--- src/rtl/operand_issue_pkg.sv ---
//------------------------------------------------------------------------------
// operand_issue_pkg : shared widths, ALU opcodes and operand-select encodings
// Revision: 1.0
//------------------------------------------------------------------------------
`default_nettype none

package operand_issue_pkg;

  localparam int XLEN = 32;

  localparam logic [3:0] ALU_ADD  = 4'b0000;
  localparam logic [3:0] ALU_SUB  = 4'b0001;
  localparam logic [3:0] ALU_AND  = 4'b0010;
  localparam logic [3:0] ALU_OR   = 4'b0011;
  localparam logic [3:0] ALU_XOR  = 4'b0100;
  localparam logic [3:0] ALU_SLL  = 4'b0101;
  localparam logic [3:0] ALU_SRL  = 4'b0110;
  localparam logic [3:0] ALU_SRA  = 4'b0111;
  localparam logic [3:0] ALU_SLT  = 4'b1000;
  localparam logic [3:0] ALU_SLTU = 4'b1001;

  localparam logic OPA_RS1 = 1'b0;
  localparam logic OPA_PC  = 1'b1;
  localparam logic OPB_RS2 = 1'b0;
  localparam logic OPB_IMM = 1'b1;

  typedef enum logic [0:0] {
    ST_EMPTY = 1'b0,
    ST_FULL  = 1'b1
  } issue_state_e;

  // Register x0 is hard-wired zero, so a pending write to it never forwards.
  function automatic logic fwd_hit(input logic wen, input logic [4:0] rd,
                                   input logic [4:0] rs);
    return wen && (rd == rs) && (rd != 5'd0);
  endfunction

endpackage

`default_nettype wire

--- src/rtl/operand_issue_if.sv ---
//------------------------------------------------------------------------------
// operand_issue_if : decode-side and ALU-side valid/ready bundles
// Revision: 1.0
//------------------------------------------------------------------------------
`default_nettype none

interface operand_issue_if #(
  parameter int XLEN = operand_issue_pkg::XLEN
);
  logic            in_valid;
  logic            in_ready;
  logic [4:0]      rs1_addr;
  logic [4:0]      rs2_addr;
  logic [4:0]      rd_addr_in;
  logic [XLEN-1:0] rs1_data;
  logic [XLEN-1:0] rs2_data;
  logic [XLEN-1:0] pc;
  logic [XLEN-1:0] imm;
  logic            opa_sel;
  logic            opb_sel;
  logic [3:0]      alu_sel_in;

  logic            out_valid;
  logic            out_ready;
  logic [XLEN-1:0] opA;
  logic [XLEN-1:0] opB;
  logic [3:0]      aluOutSel;
  logic [4:0]      rd_addr_out;

  modport master (
    output in_valid, rs1_addr, rs2_addr, rd_addr_in, rs1_data, rs2_data,
           pc, imm, opa_sel, opb_sel, alu_sel_in, out_ready,
    input  in_ready, out_valid, opA, opB, aluOutSel, rd_addr_out
  );

  modport slave (
    input  in_valid, rs1_addr, rs2_addr, rd_addr_in, rs1_data, rs2_data,
           pc, imm, opa_sel, opb_sel, alu_sel_in, out_ready,
    output in_ready, out_valid, opA, opB, aluOutSel, rd_addr_out
  );
endinterface

`default_nettype wire

--- src/rtl/operand_issue_fwd_mux.sv ---
//------------------------------------------------------------------------------
// fwd_mux : EX/MEM-over-WB bypass selection for one source operand
// Revision: 1.0
//------------------------------------------------------------------------------
`default_nettype none

module fwd_mux #(
  parameter int XLEN = operand_issue_pkg::XLEN
) (
  input  wire logic [4:0]      rs_addr_i,
  input  wire logic [XLEN-1:0] rs_data_i,
  input  wire logic            exm_wen_i,
  input  wire logic [4:0]      exm_rd_i,
  input  wire logic [XLEN-1:0] exm_data_i,
  input  wire logic            wb_wen_i,
  input  wire logic [4:0]      wb_rd_i,
  input  wire logic [XLEN-1:0] wb_data_i,
  output logic      [XLEN-1:0] fwd_data_o
);
  import operand_issue_pkg::*;

  always_comb begin
    fwd_data_o = rs_data_i;
    if (fwd_hit(exm_wen_i, exm_rd_i, rs_addr_i)) begin
      fwd_data_o = exm_data_i;
    end else if (fwd_hit(wb_wen_i, wb_rd_i, rs_addr_i)) begin
      fwd_data_o = wb_data_i;
    end
  end
endmodule

`default_nettype wire

--- src/rtl/operand_issue.sv ---
//------------------------------------------------------------------------------
// operand_issue : one-entry operand pipeline register with bypass and stall count
// Revision: 1.0
//------------------------------------------------------------------------------
`default_nettype none

module operand_issue #(
  parameter int XLEN  = operand_issue_pkg::XLEN,
  parameter int CNT_W = 16
) (
  input  wire logic            clk,
  input  wire logic            rst_n,
  operand_issue_if.slave       io,
  input  wire logic            exm_wen,
  input  wire logic [4:0]      exm_rd,
  input  wire logic [XLEN-1:0] exm_data,
  input  wire logic            wb_wen,
  input  wire logic [4:0]      wb_rd,
  input  wire logic [XLEN-1:0] wb_data,
  input  wire logic            flush,
  output logic      [CNT_W-1:0] stall_cnt
);
  import operand_issue_pkg::*;

  issue_state_e    state_q, state_d;
  logic [XLEN-1:0] opa_q, opb_q;
  logic [3:0]      alu_q;
  logic [4:0]      rd_q;
  logic [CNT_W-1:0] stall_q;

  logic [XLEN-1:0] w_rs1_fwd, w_rs2_fwd;
  logic            w_capture, w_stalled;

  fwd_mux #(.XLEN(XLEN)) u_fwd_rs1 (
    .rs_addr_i (io.rs1_addr), .rs_data_i (io.rs1_data),
    .exm_wen_i (exm_wen), .exm_rd_i (exm_rd), .exm_data_i (exm_data),
    .wb_wen_i  (wb_wen),  .wb_rd_i  (wb_rd),  .wb_data_i  (wb_data),
    .fwd_data_o(w_rs1_fwd)
  );

  fwd_mux #(.XLEN(XLEN)) u_fwd_rs2 (
    .rs_addr_i (io.rs2_addr), .rs_data_i (io.rs2_data),
    .exm_wen_i (exm_wen), .exm_rd_i (exm_rd), .exm_data_i (exm_data),
    .wb_wen_i  (wb_wen),  .wb_rd_i  (wb_rd),  .wb_data_i  (wb_data),
    .fwd_data_o(w_rs2_fwd)
  );

  assign io.in_ready = (state_q == ST_EMPTY) || io.out_ready;
  assign w_capture   = io.in_valid && io.in_ready;
  assign w_stalled   = (state_q == ST_FULL) && !io.out_ready;

  // Flush outranks everything, including a capture in the same cycle.
  always_comb begin
    state_d = state_q;
    if (flush) begin
      state_d = ST_EMPTY;
    end else if (w_capture) begin
      state_d = ST_FULL;
    end else if ((state_q == ST_FULL) && io.out_ready) begin
      state_d = ST_EMPTY;
    end
  end

  always_ff @(posedge clk or negedge rst_n) begin
    if (!rst_n) begin
      state_q <= ST_EMPTY;
      opa_q   <= '0;
      opb_q   <= '0;
      alu_q   <= 4'b0000;
      rd_q    <= 5'd0;
      stall_q <= '0;
    end else begin
      state_q <= state_d;
      if (w_capture) begin
        opa_q <= (io.opa_sel == OPA_PC)  ? io.pc  : w_rs1_fwd;
        opb_q <= (io.opb_sel == OPB_IMM) ? io.imm : w_rs2_fwd;
        alu_q <= io.alu_sel_in;
        rd_q  <= io.rd_addr_in;
      end
      if (w_stalled && !flush && (stall_q != {CNT_W{1'b1}})) begin
        stall_q <= stall_q + 1'b1;
      end
    end
  end

  assign io.out_valid   = (state_q == ST_FULL);
  assign io.opA         = opa_q;
  assign io.opB         = opb_q;
  assign io.aluOutSel   = alu_q;
  assign io.rd_addr_out = rd_q;
  assign stall_cnt      = stall_q;
endmodule

`default_nettype wire

--- src/flat_wrapper.sv ---
// flat-port wrapper written by rule: the top's interface ports become plain ports
module operand_issue_flat import operand_issue_pkg::*;
#(
  parameter int XLEN  = operand_issue_pkg::XLEN,
  parameter int CNT_W = 16
)
  (clk, rst_n, exm_wen, exm_rd, exm_data, wb_wen, wb_rd, wb_data, flush, stall_cnt, io_in_valid, io_rs1_addr, io_rs2_addr, io_rd_addr_in, io_rs1_data, io_rs2_data, io_pc, io_imm, io_opa_sel, io_opb_sel, io_alu_sel_in, io_out_ready, io_in_ready, io_out_valid, io_opA, io_opB, io_aluOutSel, io_rd_addr_out);
  operand_issue_if #(.XLEN(XLEN)) io_i ();
  input  wire logic clk;
  input  wire logic rst_n;
  input  wire logic exm_wen;
  input  wire logic [4:0] exm_rd;
  input  wire logic [XLEN-1:0] exm_data;
  input  wire logic wb_wen;
  input  wire logic [4:0] wb_rd;
  input  wire logic [XLEN-1:0] wb_data;
  input  wire logic flush;
  output logic      [CNT_W-1:0] stall_cnt;
  input wire logic [$bits(io_i.in_valid)-1:0] io_in_valid;
  input wire logic [$bits(io_i.rs1_addr)-1:0] io_rs1_addr;
  input wire logic [$bits(io_i.rs2_addr)-1:0] io_rs2_addr;
  input wire logic [$bits(io_i.rd_addr_in)-1:0] io_rd_addr_in;
  input wire logic [$bits(io_i.rs1_data)-1:0] io_rs1_data;
  input wire logic [$bits(io_i.rs2_data)-1:0] io_rs2_data;
  input wire logic [$bits(io_i.pc)-1:0] io_pc;
  input wire logic [$bits(io_i.imm)-1:0] io_imm;
  input wire logic [$bits(io_i.opa_sel)-1:0] io_opa_sel;
  input wire logic [$bits(io_i.opb_sel)-1:0] io_opb_sel;
  input wire logic [$bits(io_i.alu_sel_in)-1:0] io_alu_sel_in;
  input wire logic [$bits(io_i.out_ready)-1:0] io_out_ready;
  output wire logic [$bits(io_i.in_ready)-1:0] io_in_ready;
  output wire logic [$bits(io_i.out_valid)-1:0] io_out_valid;
  output wire logic [$bits(io_i.opA)-1:0] io_opA;
  output wire logic [$bits(io_i.opB)-1:0] io_opB;
  output wire logic [$bits(io_i.aluOutSel)-1:0] io_aluOutSel;
  output wire logic [$bits(io_i.rd_addr_out)-1:0] io_rd_addr_out;
  assign io_i.in_valid = io_in_valid;
  assign io_i.rs1_addr = io_rs1_addr;
  assign io_i.rs2_addr = io_rs2_addr;
  assign io_i.rd_addr_in = io_rd_addr_in;
  assign io_i.rs1_data = io_rs1_data;
  assign io_i.rs2_data = io_rs2_data;
  assign io_i.pc = io_pc;
  assign io_i.imm = io_imm;
  assign io_i.opa_sel = io_opa_sel;
  assign io_i.opb_sel = io_opb_sel;
  assign io_i.alu_sel_in = io_alu_sel_in;
  assign io_i.out_ready = io_out_ready;
  assign io_in_ready = io_i.in_ready;
  assign io_out_valid = io_i.out_valid;
  assign io_opA = io_i.opA;
  assign io_opB = io_i.opB;
  assign io_aluOutSel = io_i.aluOutSel;
  assign io_rd_addr_out = io_i.rd_addr_out;
  operand_issue #(.XLEN(XLEN), .CNT_W(CNT_W)) u_core (.clk(clk), .rst_n(rst_n), .io(io_i), .exm_wen(exm_wen), .exm_rd(exm_rd), .exm_data(exm_data), .wb_wen(wb_wen), .wb_rd(wb_rd), .wb_data(wb_data), .flush(flush), .stall_cnt(stall_cnt));
endmodule
--- config.mk ---
export PLATFORM = sky130hd
export DESIGN_NAME = operand_issue_flat
export DESIGN_NICKNAME = d
export VERILOG_FILES = /design/src/rtl/operand_issue_pkg.sv /design/src/rtl/operand_issue_if.sv /design/src/rtl/operand_issue_fwd_mux.sv /design/src/rtl/operand_issue.sv /design/src/flat_wrapper.sv
export SDC_FILE = /design/constraint.sdc
export NUM_CORES = 1
export LEC_CHECK = 0
export BUFFER_PORTS_ARGS = -buffer_cell sky130_fd_sc_hd__buf_2
export CAP_MARGIN = 20
export CORE_MARGIN = 5
export CORE_UTILIZATION = 25
export CTS_BUF_LIST = sky130_fd_sc_hd__clkbuf_2
export CTS_CLUSTER_SIZE = 24
export DETAILED_ROUTE_END_ITERATION = 7
export GPL_ROUTABILITY_DRIVEN = 0
export PLACE_DENSITY = 0.59
export RECOVER_POWER = 50
export SETUP_SLACK_MARGIN = 0.02
export SLEW_MARGIN = 20
export SYNTH_ARGS = -nofsm -noshare
export SYNTH_HDL_FRONTEND = slang
export SYNTH_SLANG_ARGS = --single-unit
--- constraint.sdc ---
create_clock -name clk -period 2.2 [get_ports clk]
set_clock_uncertainty 0.2 [all_clocks]
set_input_delay 0.44 -clock clk [delete_from_list [all_inputs] [get_ports clk]]
set_output_delay 0.44 -clock clk [all_outputs]
set_load 0.01 [all_outputs]
==> results of run 1 <==
## worst register-to-register path, delay by kind of cell, from the launching register on
kind | cells | cell delay (ns)
simple gates | 1 | 0.18
buf+inv | 1 | 0.20
compound gates | 1 | 0.24
fa+ha+maj | 1 | 0.32
mux | 1 | 0.34
flops | 1 | 0.49
## repair_timing
item | in CTS | in global routing
pin swaps | 0 | 0
setup endpoints to repair | 1 | 1
buffers inserted | 1 | 1
hold buffers | 202 | 0
endpoints found under the hold margin | 164 | 0
## where the power goes
group	internal, mW	switching [mW]
clock network	0.256	0.631
registers	1.87	0.147
logic	0.842	0.810
total	2.97	1.59
## placed cells by master, fill, tap and decap left out, types with 3 or more instances in the layout
cell             n
buf_12          13
nand3_1          7
o21ai_0         36
buf_4           27
clkbuf_2         9
clkinvlp_4       3
nand3b_1        65
xor2_1          18
xnor2_1         12
a21oi_1         34
diode_2          4
nand2_1         33
nor2_1           7
clkbuf_1        34
mux2i_1         64
a221oi_2        11
dlygate4sd3_1  202
inv_1           35
a221oi_1        21
buf_2          287
nor3_1           8
o221ai_1        32
nand4_1          4
dfrtp_1         90
## final timing paths
check	cells after the start	start	slack (ns)	endpoint
max	5	u_core.stall_cnt[0]	0.17	u_core.stall_cnt[1]
min	4	io_imm[7]	0.10	u_core.io.opB[7]
max reg2reg	5	u_core.stall_cnt[0]	0.17	u_core.stall_cnt[1]
min reg2reg	1	u_core.stall_cnt[5]	0.31	u_core.stall_cnt[5]
max in group asynchronous	3	rst_n	0.34	u_core.io.opA[26]
min in group asynchronous	3	rst_n	0.59	u_core.io.opA[8]
## flip-flops by register name (all words and copies together) (netlist names)
| name | flops |
|---|---|
| u_core.io.opA | 32 |
| u_core.io.opB | 32 |
| u_core.stall_cnt | 16 |
| u_core.io.out_valid | 1 |
| u_core.io.rd_addr_out | 5 |
| u_core.io.aluOutSel | 4 |
## per-stage QoR
step	total power [mW]	util, %
after floorplan	2.65	-
after global placement	3.41	35.6
after detailed placement	3.42	35.6
after CTS	4.63	45.5
after global routing	4.86	45.3
final	4.56	45.3
## metal layers
metal	track usage, %	vias up
li1	-	3107
met5	0	-
met1	24.4	3174
met2	35.5	405
met4	11.3	0
met3	4.92	100
## final cells by class
type,instances,share of cell area (%)
Timing Repair Buffer,565,41.4
Multi-Input combinational cell,379,29.5
Sequential cell,90,22.9
Tap cell,280,3.57
Inverter,35,1.34
Clock inverter,7,0.713
Clock buffer,9,0.459
Antenna cell,4,0.102
## logic make-up (layout without fill, tap and decap cells)
group | count (synthesis) | count (layout) | share of synthesized area (%)
adder cells (fa/ha/maj) | 1 | 1 | 0.229
multiplexers | 65 | 65 | 11.9
flip-flops | 90 | 90 | 41.1
XOR/XNOR | 30 | 30 | 4.80
AO/OA/AOI/OAI | 141 | 141 | 19.2
other | 0 | 4 | 0
AND/OR/NAND/NOR | 142 | 142 | 16.6
buffers and inverters | 77 | 616 | 6.15
==> impl_metrics.ini, run 1 <==
[outcome]
outcome = completed

[detailed_routing]
vias_per_cell = 4.96
vias = 6786
top_layer = met4
drtIter0Drc = 507
wl_met1_um = 10300
route.met2.wl_um = 12800
remaining_drc_errors = 0
postRouteAntennaNets = 0
met3_length_um = 2330
wl_per_cell_um = 19.6
first_pass_iters = 5
wirelength_um = 26800

[critical_path]
critical_path_class = register to register
crit_path_max_incr_delay_ns = 0.49
crit_path_start_kind = register
crit_required_ns = 2.49
critical_path.cell_chain = ha_1 -> nand3_2 -> o31ai_2 -> buf_4 -> mux2_2
path_delay_family = flip-flops
slowest_stage = dfrtp_1
critPathMaxFanout = 9
arrival_ns = 2.32
crit_buf_inv = 1
critPathCaptureType = register

[synth]
synth_edf_count = 0
ys_seq_area_share_pct = 41.1
ys_ff_latch = 90
yosysTopAreaCellShare_pct = 41.1
synth_fp_nets = 777
yosysUniqueCellTypes = 39
synthCells = 546
synth_most_common_cell = dfrtp_1
yosysWarnings = 0
syn_area_per_cell_um2 = 10.0
yosys-top-cells-area = dfrtp_1, mux2i_1, nand3b_1, o221ai_1, o21ai_0
ys.flop_type = dfrtp_1
syn-cell-area_mm2 = 0.00547
synthTopCellsByCount = dfrtp_1, nand3b_1, mux2i_1
yosysTopAreaCell = dfrtp_1
postSynth.asyncResetShare_pct = 100

[sta]
worstMarginPinSlew_ns = 1.34
fmax_mhz = 493
post-route-period-util_pct = 92.2
whs_ns = 0.103
hold_violations = 0
report.final.setup_viol = 0
setup_tns_ns = 0
final_max_slew_viol_count = 0
max-slew-margin-rel_pct = 10.4
rsz0062_at_grt = no
period_minus_slack_ns = 2.03
finalWorstSetupSlack_ns = 0.172

[global_route]
grt_start_max_net_pins = 91
grt_first_pass_wirelength_um = 40400
grt_overflow_total = 0
antenna_found_initial = 3
grt_util_all_layers_pct = 20.9
grt_pass1_vias = 7388

[final_layout]
regArea_mm2 = 0.00225
syn2layout_area_growth_pct = 79.4
multi_input_area_mm2 = 0.00290
nets = 1311
post-route-cell-area_mm2 = 0.00982
final_cells = 1369
filler_cell_count = 2040
drive_above_1_share_pct = 33.6

[cts]
cts_num_sinks = 90
clk_latency_ns = 0.58
htree_levels = 3
cts_tree = yes
cts_root_buf = clkbuf_2
clockBufferDepth = 2
clkTransAtPathRegs_ns = 0.25
cts-resized-gates = 0
numCtsBuffers = 9

[placed_design]
port_buffers = 320
place_area_mm2 = 0.00772
hpwl_um = 17200
place_ws_ns = -0.464
dpl.cell_count = 1145

[power_and_ir_drop]
peakVddDrop_v = 0.000237
powerDensity_mw_per_mm2 = 464
cellLeakagePower_nw = 4.32

[floorplan]
num_rows = 54
die_h_um = 158
pin_count = 321
die_x_um = 158
coreArea_mm2 = 0.0217
start_util_pct = 25.2
dieArea_mm2 = 0.0250

[min_path]
min_path_type = primary input to register

[run]
cap_violations = 0
(Power assumes the default switching activity.)
==> inputs of run 2 (changes only) <==
--- a/config.mk
+++ b/config.mk
@@ -7,13 +7,14 @@
 export LEC_CHECK = 0
 export BUFFER_PORTS_ARGS = -buffer_cell sky130_fd_sc_hd__buf_2
 export CAP_MARGIN = 20
-export CORE_MARGIN = 5
-export CORE_UTILIZATION = 25
+export CORE_AREA = 5 5 122 124
 export CTS_BUF_LIST = sky130_fd_sc_hd__clkbuf_2
 export CTS_CLUSTER_SIZE = 24
 export DETAILED_ROUTE_END_ITERATION = 7
+export DIE_AREA = 0 0 127 129
 export GPL_ROUTABILITY_DRIVEN = 0
-export PLACE_DENSITY = 0.59
+export MAX_ROUTING_LAYER = met4
+export PLACE_DENSITY = 0.83
 export RECOVER_POWER = 50
 export SETUP_SLACK_MARGIN = 0.02
 export SLEW_MARGIN = 20
==> impl_metrics.ini, run 2 <==
[synth]
yosysTopAreaCell = dfrtp_1
postSynth.asyncResetShare_pct = 100
synth_most_common_cell = dfrtp_1
synthTopCellsByCount = dfrtp_1, nand3b_1, mux2i_1
synth-compound-area-share_pct = 19.2
synth_top_family_by_area = compound AO/OA/AOI/OAI gates
synth_edf_count = 0
synth_simple_gate_area_share_pct = 16.6
synth_fp_nets = 777
ys.flop_type = dfrtp_1
synthMuxAreaShare_pct = 11.9
yosysTopAreaCellShare_pct = 41.1
syn-cell-area_mm2 = 0.00547
syn_area_per_cell_um2 = 10.0
synthCells = 546
yosys-top-cells-area = dfrtp_1, mux2i_1, nand3b_1, o221ai_1, o21ai_0
ys_seq_area_share_pct = 41.1
yosysUniqueCellTypes = 39
synth_fa_ha_area_share_pct = 0.229
ys_ff_latch = 90
synth_xor_area_share_pct = 4.80
yosysWarnings = 0

[floorplan]
start_util_pct = 40.1
die_h_um = 129
num_rows = 43
die_x_um = 127
pin_count = 321

[cts]
cts_root_buf = clkbuf_2
post_cts_buffers = 0
htree_levels = 3
numCtsBuffers = 9
cts_num_sinks = 90
hold_buffers = 214
clockBufferDepth = 2
cts-resized-gates = 0

[placed_design]
dpl.cell_count = 1051
hpwl_um = 16800
port_buffers = 320
place_area_mm2 = 0.00761

[outcome]
error = [ERROR RSZ-0060] Max buffer count reached.
lastStage = clock tree synthesis
outcome = stopped before the end
[run 2: logic make-up after synthesis]
kind of cell | Yosys count
simple gates | 142
compound gates | 141
flops | 90
buf+inv | 77
mux | 65
xor+xnor | 30
fa+ha+maj | 1
[run 2: through the flow]
step,hold slack (ns),worst slack (ns)
global placement,0.201,-0.173
detailed placement,0.203,-0.229
floorplan,-0.0556,0.0555
==> inputs of run 3 (changes only) <==
--- a/config.mk
+++ b/config.mk
@@ -7,16 +7,12 @@
 export LEC_CHECK = 0
 export BUFFER_PORTS_ARGS = -buffer_cell sky130_fd_sc_hd__buf_2
 export CAP_MARGIN = 20
-export CORE_AREA = 5 5 122 124
-export CTS_BUF_LIST = sky130_fd_sc_hd__clkbuf_2
-export CTS_CLUSTER_SIZE = 24
+export CORE_MARGIN = 5
+export CORE_UTILIZATION = 40
 export DETAILED_ROUTE_END_ITERATION = 7
-export DIE_AREA = 0 0 127 129
 export GPL_ROUTABILITY_DRIVEN = 0
-export MAX_ROUTING_LAYER = met4
-export PLACE_DENSITY = 0.83
+export PLACE_DENSITY_LB_ADDON = 0.15
 export RECOVER_POWER = 50
-export SETUP_SLACK_MARGIN = 0.02
 export SLEW_MARGIN = 20
 export SYNTH_ARGS = -nofsm -noshare
 export SYNTH_HDL_FRONTEND = slang
==> impl_metrics.ini, run 3 (synthesis results as in run 1) <==
[global_route]
grt_start_max_net_pins = 61
grt_pass1_vias = 6163
antenna_found_initial = 2
grt_util_all_layers_pct = 25.1
grt_first_pass_wirelength_um = 32400
grt_overflow_total = 0

[detailed_routing]
remaining_drc_errors = 0
wirelength_um = 20900
vias_per_cell = 5.53
wl_met1_um = 8150
top_layer = met5
first_pass_iters = 5
vias = 5789
postRouteAntennaNets = 0
wl_per_cell_um = 20.0
drtIter0Drc = 321
met3_length_um = 1640
route.met2.wl_um = 10700

[floorplan]
start_util_pct = 41.0
die_h_um = 127
num_rows = 42
coreArea_mm2 = 0.0133
die_x_um = 127
pin_count = 321
dieArea_mm2 = 0.0161

[sta]
post-route-period-util_pct = 94.8
max-slew-margin-rel_pct = 56.6
report.final.setup_viol = 0
setup_tns_ns = 0
rsz0062_at_grt = no
worstMarginPinSlew_ns = 0.650
final_max_slew_viol_count = 0
fmax_mhz = 479
hold_violations = 0
period_minus_slack_ns = 2.09

[cts]
post_cts_buffers = 0
clockBufferDepth = 2
clk_latency_ns = 0.33
cts_root_buf = clkbuf_16
cts_tree = yes
clkTransAtPathRegs_ns = 0.06
htree_levels = 3
cts_num_sinks = 90
numCtsBuffers = 9

[critical_path]
critical_path_class = primary input to register
critPathMaxFanout = 20
startpoint = wb_rd[1]
crit_required_ns = 2.22
rr_endpoint = u_core.io.opB[18]
critical_path.cell_chain = buf_2 -> or4_1 -> o21ai_2 -> nor4_4 -> buf_12 -> mux2i_1 -> a221oi_1
r2r_cells = 5
crit_end = u_core.io.opB[27]
r2r_setup_slack_ns = 0.14
critPathCaptureType = register
slowest_stage = or4_1
r2r-start = u_core.io.out_valid
arrival_ns = 2.11
crit_path_start_kind = primary input
crit_path_max_incr_delay_ns = 0.54

[power_and_ir_drop]
cellLeakagePower_nw = 3.47
peakVddDrop_v = 0.000407
powerDensity_mw_per_mm2 = 611
finalPower_mw = 4.71

[min_path]
min_path_type = primary input to register
min_path_cells = 2

[final_layout]
drive_above_1_share_pct = 39.8
post-route-cell-area_mm2 = 0.00770
nets = 1099
final_cells = 1047
filler_cell_count = 1239
postLayoutCoreUtil_pct = 57.7
mostFrequentLayoutCells = buf_2, dfrtp_1, nand3b_1
syn2layout_area_growth_pct = 40.7
antennaDiodeCount = 0
mostFrequentLayoutCell = buf_2

[placed_design]
place_area_mm2 = 0.00751
dpl.cell_count = 1032
port_buffers = 320
hpwl_um = 16400

[run]
cap_violations = 0

[outcome]
outcome = completed
==> run 3: worst min-delay path by stage <==
stage                     startpoint  slack, ns                      to
after detailed placement       rst_n       0.18       u_core.io.opA[15]
after global placement         rst_n       0.18       u_core.io.opA[15]
after global routing           flush       0.08     u_core.io.out_valid
final                          flush        0.1     u_core.io.out_valid
after floorplan                rst_n      -0.06  u_core.io.aluOutSel[0]
after CTS                      flush       0.08     u_core.io.out_valid
==> run 3: area by class of cell <==
class	instances	area, µm²	share of cell area [%]
well taps	176	220	2.86
flip-flops and latches	90	2250	29.2
repair buffers	353	1940	25.2
multi-input cells	379	2900	37.7
inverters	35	131	1.71
clock buffers	14	254	3.30
==> run 3: repair_timing <==
action	in CTS	in global routing
endpoints found under the hold margin	23	0
hold buffers	1	0
gates resized for setup	0	0
==> run 3: critical path, delay by kind of cell <==
| kind | cells | cell delay [ns] |
|---|---|---|
| simple gates | 2 | 0.66 |
| compound gates | 2 | 0.55 |
| buf+inv | 2 | 0.31 |
| mux | 1 | 0.13 |
==> run 3: where the power goes <==
group | leakage (nW) | internal (mW) | switching (mW) | total [mW]
sequential | 1.05 | 1.87 | 0.153 | 2.03
combinational | 2.30 | 0.587 | 0.701 | 1.29
clock | 0.123 | 0.787 | 0.608 | 1.40
==> run 3: per-stage QoR <==
stage / setup WS (ns) / hold WS (ns)
2_1_floorplan: 0.0555 / -0.0556
3_3_place_gp: -0.135 / 0.179
3_5_place_dp: -0.245 / 0.177
4_1_cts: 0.105 / 0.0787
5_1_grt: 0.0202 / 0.0782
6_report: 0.114 / 0.0971
==> run 3: per-layer routing <==
layer / up-vias / GRT usage (%)
met5: - / 0
met4: 4 / 7.95
met3: 35 / 6.43
met2: 279 / 44.1
met1: 2800 / 30.1
li1: 2671 / -
